### config.mk
export PLATFORM = sky130hd
export DESIGN_NAME = disp_scan_ctrl
export DESIGN_NICKNAME = d
export VERILOG_FILES = /design/src/rtl/disp_scan_ctrl_pkg.sv /design/src/rtl/disp_scan_ctrl_scan_prescaler.sv /design/src/rtl/disp_scan_ctrl.sv
export SDC_FILE = /design/constraint.sdc
export NUM_CORES = 1
export LEC_CHECK = 0
export BUFFER_PORTS_ARGS = -buffer_cell sky130_fd_sc_hd__buf_2
export CAP_MARGIN = 20
export CORE_MARGIN = 2
export CORE_UTILIZATION = 47
export CTS_CLUSTER_SIZE = 24
export DETAILED_ROUTE_END_ITERATION = 8
export PLACE_DENSITY = 0.71
export SYNTH_ARGS = -nofsm -noshare
export SYNTH_HDL_FRONTEND = slang
export SYNTH_SLANG_ARGS = --single-unit
### constraint.sdc
create_clock -name disp_scan_ctrl_clk -period 2.2 [get_ports disp_scan_ctrl_clk]
set_input_delay 0 -clock disp_scan_ctrl_clk [delete_from_list [all_inputs] [get_ports disp_scan_ctrl_clk]]
set_output_delay 0 -clock disp_scan_ctrl_clk [all_outputs]
set_load 0.02 [all_outputs]
### src/rtl/disp_scan_ctrl_pkg.sv
// Shared constants, state encoding and anode helper for the 8-digit display scanner.
package disp_scan_ctrl_pkg;

    localparam int NUM_DIGITS     = 8;
    localparam int RC_W           = $clog2(NUM_DIGITS);
    localparam int FIELD_DIGITS   = 4;
    localparam int ALARM_DIGIT_LO = 0;
    localparam int CLOCK_DIGIT_LO = 4;

    localparam logic [NUM_DIGITS-1:0] ANODE_OFF = 8'hFF;

    typedef enum logic [1:0] {
        ST_OFF  = 2'd0,
        ST_DEAD = 2'd1,
        ST_ON   = 2'd2
    } scan_state_e;

    function automatic logic [NUM_DIGITS-1:0] anode_for(input logic [RC_W-1:0] digit);
        anode_for = ~(NUM_DIGITS'(1) << digit);
    endfunction

endpackage

### src/rtl/disp_scan_ctrl_scan_prescaler.sv
// Digit-slot counter: counts 0..PRESCALE-1, flags the last dead-time cycle and the last slot cycle.
module disp_scan_ctrl_scan_prescaler #(
    parameter int PRESCALE = 100000,
    parameter int DEAD_CYC = 1000
) (
    input  logic clk,
    input  logic rst_n,
    input  logic clr,
    input  logic en,
    output logic dead_end,
    output logic slot_end
);

    localparam int CW = (PRESCALE > 2) ? $clog2(PRESCALE) : 1;

    logic [CW-1:0] cnt_q;
    logic [CW-1:0] cnt_d;

    assign dead_end = en && (cnt_q == CW'(DEAD_CYC - 1));
    assign slot_end = en && (cnt_q == CW'(PRESCALE - 1));

    always_comb begin
        cnt_d = cnt_q;
        if (clr) begin
            cnt_d = '0;
        end else if (en) begin
            cnt_d = slot_end ? '0 : cnt_q + CW'(1);
        end
    end

    always_ff @(posedge clk or negedge rst_n) begin
        if (!rst_n) begin
            cnt_q <= '0;
        end else begin
            cnt_q <= cnt_d;
        end
    end

endmodule

### src/rtl/disp_scan_ctrl.sv
// Display scan sequencer: digit select, dead-time anode blanking, per-frame BCD snapshots
// and blink blanking for the edit modes.
module disp_scan_ctrl
    import disp_scan_ctrl_pkg::*;
#(
    parameter int PRESCALE     = 100000,
    parameter int DEAD_CYC     = 1000,
    parameter int BLINK_FRAMES = 62
) (
    input  logic                  disp_scan_ctrl_clk,
    input  logic                  disp_scan_ctrl_rst_n,
    input  logic                  disp_scan_ctrl_en,
    input  logic [NUM_DIGITS-1:0] disp_scan_ctrl_blink_mask,
    input  logic [15:0]           disp_scan_ctrl_clock_in,
    input  logic [15:0]           disp_scan_ctrl_alarm_in,
    output logic [RC_W-1:0]       disp_scan_ctrl_rc,
    output logic [15:0]           disp_scan_ctrl_clock_snap,
    output logic [15:0]           disp_scan_ctrl_alarm_snap,
    output logic [NUM_DIGITS-1:0] disp_scan_ctrl_an,
    output logic                  disp_scan_ctrl_frame_start
);

    localparam int FW = $clog2(BLINK_FRAMES + 1);

    scan_state_e           state_q, state_d;
    logic [RC_W-1:0]       rc_q, rc_d;
    logic [15:0]           clock_snap_q, clock_snap_d;
    logic [15:0]           alarm_snap_q, alarm_snap_d;
    logic [NUM_DIGITS-1:0] an_q, an_d;
    logic                  frame_start_q, frame_start_d;
    logic [FW-1:0]         frame_cnt_q, frame_cnt_d;
    logic                  blink_phase_q, blink_phase_d;

    logic                  dead_end;
    logic                  slot_end;
    logic [NUM_DIGITS-1:0] blink_sel;
    logic [NUM_DIGITS-1:0] digit_blank;

    disp_scan_ctrl_scan_prescaler #(
        .PRESCALE (PRESCALE),
        .DEAD_CYC (DEAD_CYC)
    ) u_prescaler (
        .clk      (disp_scan_ctrl_clk),
        .rst_n    (disp_scan_ctrl_rst_n),
        .clr      (!disp_scan_ctrl_en || (state_q == ST_OFF)),
        .en       (state_q != ST_OFF),
        .dead_end (dead_end),
        .slot_end (slot_end)
    );

    // Mask layout: alarm digits in the low field, clock digits in the high field.
    assign blink_sel[ALARM_DIGIT_LO +: FIELD_DIGITS] = disp_scan_ctrl_blink_mask[ALARM_DIGIT_LO +: FIELD_DIGITS];
    assign blink_sel[CLOCK_DIGIT_LO +: FIELD_DIGITS] = disp_scan_ctrl_blink_mask[CLOCK_DIGIT_LO +: FIELD_DIGITS];

    generate
        for (genvar gi = 0; gi < NUM_DIGITS; gi++) begin : g_blank
            assign digit_blank[gi] = blink_sel[gi] & blink_phase_d;
        end
    endgenerate

    always_comb begin
        state_d       = state_q;
        rc_d          = rc_q;
        clock_snap_d  = clock_snap_q;
        alarm_snap_d  = alarm_snap_q;
        frame_start_d = 1'b0;
        frame_cnt_d   = frame_cnt_q;
        blink_phase_d = blink_phase_q;
        if (!disp_scan_ctrl_en) begin
            state_d       = ST_OFF;
            rc_d          = '0;
            frame_cnt_d   = '0;
            blink_phase_d = 1'b0;
        end else begin
            unique case (state_q)
                ST_OFF: begin
                    state_d       = ST_DEAD;
                    rc_d          = '0;
                    clock_snap_d  = disp_scan_ctrl_clock_in;
                    alarm_snap_d  = disp_scan_ctrl_alarm_in;
                    frame_start_d = 1'b1;
                    frame_cnt_d   = '0;
                    blink_phase_d = 1'b0;
                end
                ST_DEAD: begin
                    if (dead_end) state_d = ST_ON;
                end
                ST_ON: begin
                    if (slot_end) begin
                        state_d = ST_DEAD;
                        if (rc_q == RC_W'(NUM_DIGITS - 1)) begin
                            rc_d          = '0;
                            clock_snap_d  = disp_scan_ctrl_clock_in;
                            alarm_snap_d  = disp_scan_ctrl_alarm_in;
                            frame_start_d = 1'b1;
                            if (frame_cnt_q == FW'(BLINK_FRAMES - 1)) begin
                                frame_cnt_d   = '0;
                                blink_phase_d = ~blink_phase_q;
                            end else begin
                                frame_cnt_d = frame_cnt_q + FW'(1);
                            end
                        end else begin
                            rc_d = rc_q + RC_W'(1);
                        end
                    end
                end
                default: state_d = ST_OFF;
            endcase
        end
    end

    // Anodes follow the next-cycle state so the pins line up with rc and the slot counter.
    always_comb begin
        an_d = ANODE_OFF;
        if ((state_d == ST_ON) && !digit_blank[rc_d]) begin
            an_d = anode_for(rc_d);
        end
    end

    always_ff @(posedge disp_scan_ctrl_clk or negedge disp_scan_ctrl_rst_n) begin
        if (!disp_scan_ctrl_rst_n) begin
            state_q       <= ST_OFF;
            rc_q          <= '0;
            clock_snap_q  <= '0;
            alarm_snap_q  <= '0;
            an_q          <= ANODE_OFF;
            frame_start_q <= 1'b0;
            frame_cnt_q   <= '0;
            blink_phase_q <= 1'b0;
        end else begin
            state_q       <= state_d;
            rc_q          <= rc_d;
            clock_snap_q  <= clock_snap_d;
            alarm_snap_q  <= alarm_snap_d;
            an_q          <= an_d;
            frame_start_q <= frame_start_d;
            frame_cnt_q   <= frame_cnt_d;
            blink_phase_q <= blink_phase_d;
        end
    end

    assign disp_scan_ctrl_rc          = rc_q;
    assign disp_scan_ctrl_clock_snap  = clock_snap_q;
    assign disp_scan_ctrl_alarm_snap  = alarm_snap_q;
    assign disp_scan_ctrl_an          = an_q;
    assign disp_scan_ctrl_frame_start = frame_start_q;

endmodule

# == Yosys cells after proc, flatten, opt, wreduce, memory -nomap -nowiden ==
# Index checks and enable logic that the tools add are counted.
# word_totals
ff_bits,70
inputBits,43
output_inout_bits,44
elab_cells,82
# classes
n_addsub,3
n_lt_le_gt_ge,1
eq_ne,12
shifts,1
n_mux,34
bitwise,10
n_reduce_logical,12
# ops
cell,n
16-bit two-way mux,4
16-bit one-hot mux with 2 select lines,2
17-bit two-way mux,3
6-bit two-way mux,4
17-bit by 1-bit adder with 17-bit output (second input constant),1
17-bit by 10-bit equality test with 1-bit output (second input constant),1
17-bit equality test (second input constant),1
6-bit one-hot mux with 2 select lines,1
3-bit two-way mux,3
1-bit bitwise AND,8
1-bit two-way mux,8
8-bit two-way mux,1
8-bit inverter,1
1-bit by 3-bit left shift with 8-bit output (first input constant),1
6-bit by 1-bit adder with 6-bit output (second input constant),1
6-bit equality test (second input constant),1
2-bit two-way mux,3
2-bit one-hot mux with 3 select lines,1
3-bit one-hot mux with 2 select lines,1
2-bit nonzero test,3
2-bit equality test (second input constant),2
3-bit by 4-bit < comparator with 1-bit output (second input constant),1
1-bit one-hot mux with 2 select lines,2
4-bit AND reduction,1
other kinds (15),18

# == Longest topological paths before layout ==
# logic_depth
ltp_word,12
ltp_mapped,9
depth_no_buf,9

# == By module ==
# A second synthesis with hierarchy kept.
# unflattened
hier_cells,293
hier_area_um2,3392.0
# by_module_without_submodules
module,instances,cells_per_inst,area_per_inst_um2,seq_area_each_um2
disp_scan_ctrl,1,190,2396.0,1336.3
disp_scan_ctrl_scan_prescaler,1,103,996.0,425.4

# == Worst setup path before layout ==
# Ideal clock, no wire load.
# synth_path
path_kind,reg-to-reg
start,register u_prescaler.cnt_q[0]
end,register alarm_snap_q[10] (netlist: disp_scan_ctrl_alarm_snap[10])
setup_time_ns,0.125
arrival_time_ns,2.273
required_time_ns,2.075
path_slack_ns,-0.198
stages_incl_launch_ff,9
n_path_buf,2
period_less_slack_ns,2.398
cell_sequence,dfrtp_1 > ha_1 > and4_1 > buf_6 > nand4_4 > o31a_2 > nor3b_2 > buf_2 > mux2_2
# synth_between
elab_chain_len,4
# synth_rtl
element,line_no,rtl
"start, declared",disp_scan_ctrl_scan_prescaler.sv:16,logic [CW-1:0] cnt_q;
"start signal, assigned",disp_scan_ctrl_scan_prescaler.sv:35,cnt_q <= cnt_d;
17-bit equality test,disp_scan_ctrl_scan_prescaler.sv:20,assign slot_end = en && (cnt_q == CW'(PRESCALE - 1));
1-bit logical AND,disp_scan_ctrl_scan_prescaler.sv:20,
2-bit by 1-bit != test with 1-bit output (no line),--,
4-bit AND reduction (no line),--,
"end signal, assigned",disp_scan_ctrl.sv:134,alarm_snap_q <= alarm_snap_d;
"end, declared",disp_scan_ctrl.sv:28,"logic [15:0] alarm_snap_q, alarm_snap_d;"
# Every way passes these cells.
# A chain may end at the register's enable or synchronous reset.

# == Worst setup path in the final report ==
# layout_path
start,register u_prescaler.cnt_q[13]
end,register an_q[4] (netlist: disp_scan_ctrl_an[4])
# layout_between
elab_chain_len,11
word_cells_on_any_way,30
classes_between,eq/ne (3); shift (1); mux (13); bitwise (9); reduce/logical (4)
# layout_rtl
element,line_no,rtl
17-bit equality test,disp_scan_ctrl_scan_prescaler.sv:20,
1-bit logical AND,disp_scan_ctrl_scan_prescaler.sv:20,
1-bit two-way mux,disp_scan_ctrl.sv:89,if (slot_end) begin
1-bit one-hot mux with 2 select lines,disp_scan_ctrl.sv:75,unique case (state_q)
1-bit two-way mux,disp_scan_ctrl.sv:69,if (!disp_scan_ctrl_en) begin
1-bit bitwise AND,disp_scan_ctrl.sv:57,assign digit_blank[gi] = blink_sel[gi] & blink_phase_d;
1-bit binary-select mux with 3-bit select,disp_scan_ctrl.sv:115,if ((state_d == ST_ON) && !digit_blank[rc_d]) begin
1-bit two-way mux (not written as such),disp_scan_ctrl.sv:115,
1-bit zero test,disp_scan_ctrl.sv:115,
1-bit logical AND,disp_scan_ctrl.sv:115,
8-bit two-way mux *,disp_scan_ctrl.sv:115,
named net an_d[4],disp_scan_ctrl.sv:29,"logic [NUM_DIGITS-1:0] an_q, an_d;"
"end signal, assigned",disp_scan_ctrl.sv:135,an_q <= an_d;
"end, declared",disp_scan_ctrl.sv:29,
# Mark *: on every way through the listed nets, which the timed path passes. The rest lies on a longest branch. The select of a mux whose other input is x is not followed.

==> run_results.csv <==
group,metric,value,unit
synth,synth_xor_area_frac,0.04556,
clock_network,insertion_delay,340,ps
synth,synth_nets,328,
synth,synth_cells,279,
critical_path,critPathKind,"reg2reg",
placed_design,globalplace.congestion,0.8028,
timing,hold_viol_final,0,
routing,ant_nets,0,
pwr,power.density,630.1,nW/um^2
synth,yosysSeqAreaShare,0.5391,
routing,first_pass_iters,4,
outcome,violations,"setup timing",
timing,period_needed,2333,ps
timing,tightest_slew,359.0,ps
critical_path,cpLargestDelayFamily,"simple AND/OR/NAND/NOR gates",
clock_network,cts_max_level,3,
critical_path,cp-start-kind,"flip-flop",
global_routing,grt_pass1_wl,12510,um
min_path,hold_class,"in2reg",
clock_network,numClockSinks,70,
synth,yosys-top-cells-area,"dfrtp_1 (47%), mux2_2 (11%), dfstp_2 (6.4%)",
floorplanning,die_area,7636,um^2
clock_network,clkTransAtPathRegs,80,ps
synth,synth_top_area_frac,0.4747,
pwr,ir_worst_vdd,431.7,uV
synth,synth_common_cells,"dfrtp_1 (62), mux2_2 (33), nor2_1 (26)",
critical_path,worstSetupEndpointType,"flip-flop",
synth,muxShareOfSynthArea,0.1290,
floorplanning,num_io_pins,87,
timing,fin_crit_sh,1.060,
cells_and_area,nNetsFinal,505,
global_routing,grtUsageMet2,0.3671,
global_routing,grt_max_degree,71,
synth,synth_compound_area_frac,0.06202,
clock_network,numCtsBuffers,9,
timing,slew_headroom,0.7607,
synth,syn_area,3268,um^2
synth,synth_top_family_by_area,"simple AND/OR/NAND/NOR gates",
critical_path,crit_fanout,6,
synth,synth_edf_count,0,
floorplanning,start_util,0.4837,
floorplanning,die_h,87.39,um
timing,finalSetupViolations,41,
critical_path,crit_cells,7,
timing,max_freq,428.6,MHz
timing,rsz0062_at_grt,"true",
critical_path,slowest_delay,570,ps
global_routing,overflow,0,
critical_path,crit_path_start,"u_prescaler.cnt_q[13]",
synth,synth_top_cell_by_area,"dfrtp_1",
synth,yosysMostFrequentCell,"dfrtp_1",
critical_path,ff2ff_path_depth,7,
timing,fin_ws,-132.9,ps
timing,slew_violations,0,
routing,wl_per_cell,15.17,um
synth,ys_warn_count,0,
placed_design,hpwl,5086,um
cells_and_area,antenna-diode-count,0,
flow_run,drv_cap,0,
synth,synth-seq-cells,70,
critical_path,cp.arrival,2610,ps
routing,drcViolationCount,0,
critical_path,crit_end,"disp_scan_ctrl_an[4]",
synth,synthAdderAreaFrac,0.02297,
critical_path,critical-path-slowest-cell,"or4_4",
global_routing,antenna_found_initial,0,
critical_path,r2r-start,"u_prescaler.cnt_q[13]",
placed_design,place_inst,483,
timing,clock_skew,8.675,ps
global_routing,grt.met3_usage,0.05592,
critical_path,rr_endpoint,"disp_scan_ctrl_an[4]",
clock_network,root_buffer,"clkbuf_8",
cells_and_area,final_cell_count_no_fill,541,
clock_network,clockBufferDepth,2,
critical_path,path_buf_inv,0,
timing,fin_tns_setup,-4693,ps
synth,synth.avg_cell_area,11.71,um^2
outcome,status,"complete, but fails checks",
routing,vias_per_cell,5.196,
floorplanning,core_area,6756,um^2
routing,drt_iter0_markers,116,
routing,routed_wl,8205,um
routing,num_vias,2811,
critical_path,cp_cell_sequence,"and4bb_2 > nand4_4 > o211a_1 > a221oi_4 > nor4b_2 > or4_4 > nand3b_1",
critical_path,crit_required,2480,ps
synth,synth.distinct_cells,52,
global_routing,grt-busiest-layer,"met2",
global_routing,grt_pass1_vias,2759,
synth,yosys.area_share.simple,0.1788,
floorplanning,die_x,87.39,um
critical_path,r2r_slack,-130,ps
floorplanning,placementRows,30,
synth,synthFlopType,"dfrtp_1",
clock_network,cts_tree,"done",
cells_and_area,area_growth,48.12,%
synth,async_flop_share,1.000,
cells_and_area,drive_gt1_frac,0.4794,
global_routing,met1_usage,0.2543,
pwr,p_leak,2.245,nW
placed_design,io_buffers,86,
global_routing,grt.total_usage,0.2093,
through the flow:
step / cell area [um^2] / hold WS (ps) / power [mW] / setup WS, ps / util
after floorplan: 3294 / -295.6 / 1.676 / -180.0 / -
after detailed placement: 4129 / 48.81 / 1.866 / -173.7 / 0.6111
after global routing: 4841 / 214.6 / 3.184 / -257.6 / 0.7165
after CTS: 4730 / 165.8 / 3.055 / -156.4 / 0.7000
final: 4841 / 172.1 / 3.050 / -132.9 / 0.7165
after global placement: 4129 / 48.09 / 1.853 / -111.2 / 0.6111
logic make-up (layout without fill, tap and decap cells):
| logic type | count (synthesis) | in the layout |
|---|---|---|
| multiplexers | 38 | 38 |
| XOR/XNOR | 17 | 17 |
| AND/OR/NAND/NOR | 108 | 109 |
| buffers and inverters | 14 | 195 |
| flip-flops | 70 | 70 |
| adder cells (fa/ha/maj) | 6 | 6 |
| AO/OA/AOI/OAI | 26 | 26 |
sequential cells by signal (all words and copies together), names as in the netlist:
name	count
u_prescaler.cnt_q	17
disp_scan_ctrl_alarm_snap	16
disp_scan_ctrl_clock_snap	16
disp_scan_ctrl_an	8
frame_cnt_q	6
disp_scan_ctrl_rc	3
state_q	2
blink_phase_q	1
disp_scan_ctrl_frame_start	1
layout make-up:
class	instances	area (um^2)
clock buffer	10	127.6
inverter	6	22.52
sequential	70	1762
tap	80	100.1
clock inverter	6	95.09
fill	446	1916
multi-input combinational	196	1519
timing repair buffer	173	1215
repair_timing:
action / CTS / global route
setup endpoints to repair: 41 / 42
gates resized for setup: 4 / 9
pin swaps: 3 / 3
gates cloned: 1 / 2
hold endpoints to repair: 103 / 0
setup buffers: 1 / 4
hold buffers: 34 / 0
cells in the final DEF (no fill, tap or decap), drive strengths merged, types with 8 or more instances in the layout:
master       synthesis  final
clkbuf               4     11
o21ai               11     11
nand2               24     24
dfstp                8      8
mux2                33     33
dlygate4sd3          0     34
xor2                13     13
buf                  4    138
dfrtp               62     62
nand3               22     22
nor2                26     26
tightest hold or removal path, cell delays in order:
cell,delay (ps)
buf_2,90
mux2i_1,120
a2111o_1,210
nand3_1,90
worst min-delay path by stage:
| stage | startpoint | to | slack [ps] | cells after the start |
|---|---|---|---|---|
| floorplan | disp_scan_ctrl_rst_n | blink_phase_q | -300 | 0 |
| global placement | disp_scan_ctrl_rst_n | disp_scan_ctrl_alarm_snap[10] | 50 | 2 |
| detailed placement | disp_scan_ctrl_rst_n | disp_scan_ctrl_alarm_snap[10] | 50 | 2 |
| CTS | disp_scan_ctrl_blink_mask[3] | disp_scan_ctrl_an[2] | 170 | 4 |
| global route | disp_scan_ctrl_blink_mask[3] | disp_scan_ctrl_an[3] | 210 | 4 |
| finish | disp_scan_ctrl_blink_mask[3] | disp_scan_ctrl_an[2] | 170 | 4 |
layer usage:
metal / up-vias / part of all wire
met2: 96 / 0.49
met1: 1357 / 0.42
li1: 1343 / -
met5: - / 0
met4: 0 / 0.018
met3: 15 / 0.066
report_power, final:
part / internal [mW] / total, mW / switching [mW]
Clock: 0.648 / 1.14 / 0.487
Sequential: 1.38 / 1.43 / 0.0507
Combinational: 0.229 / 0.487 / 0.258
Power figures use the tool's default switching activity.
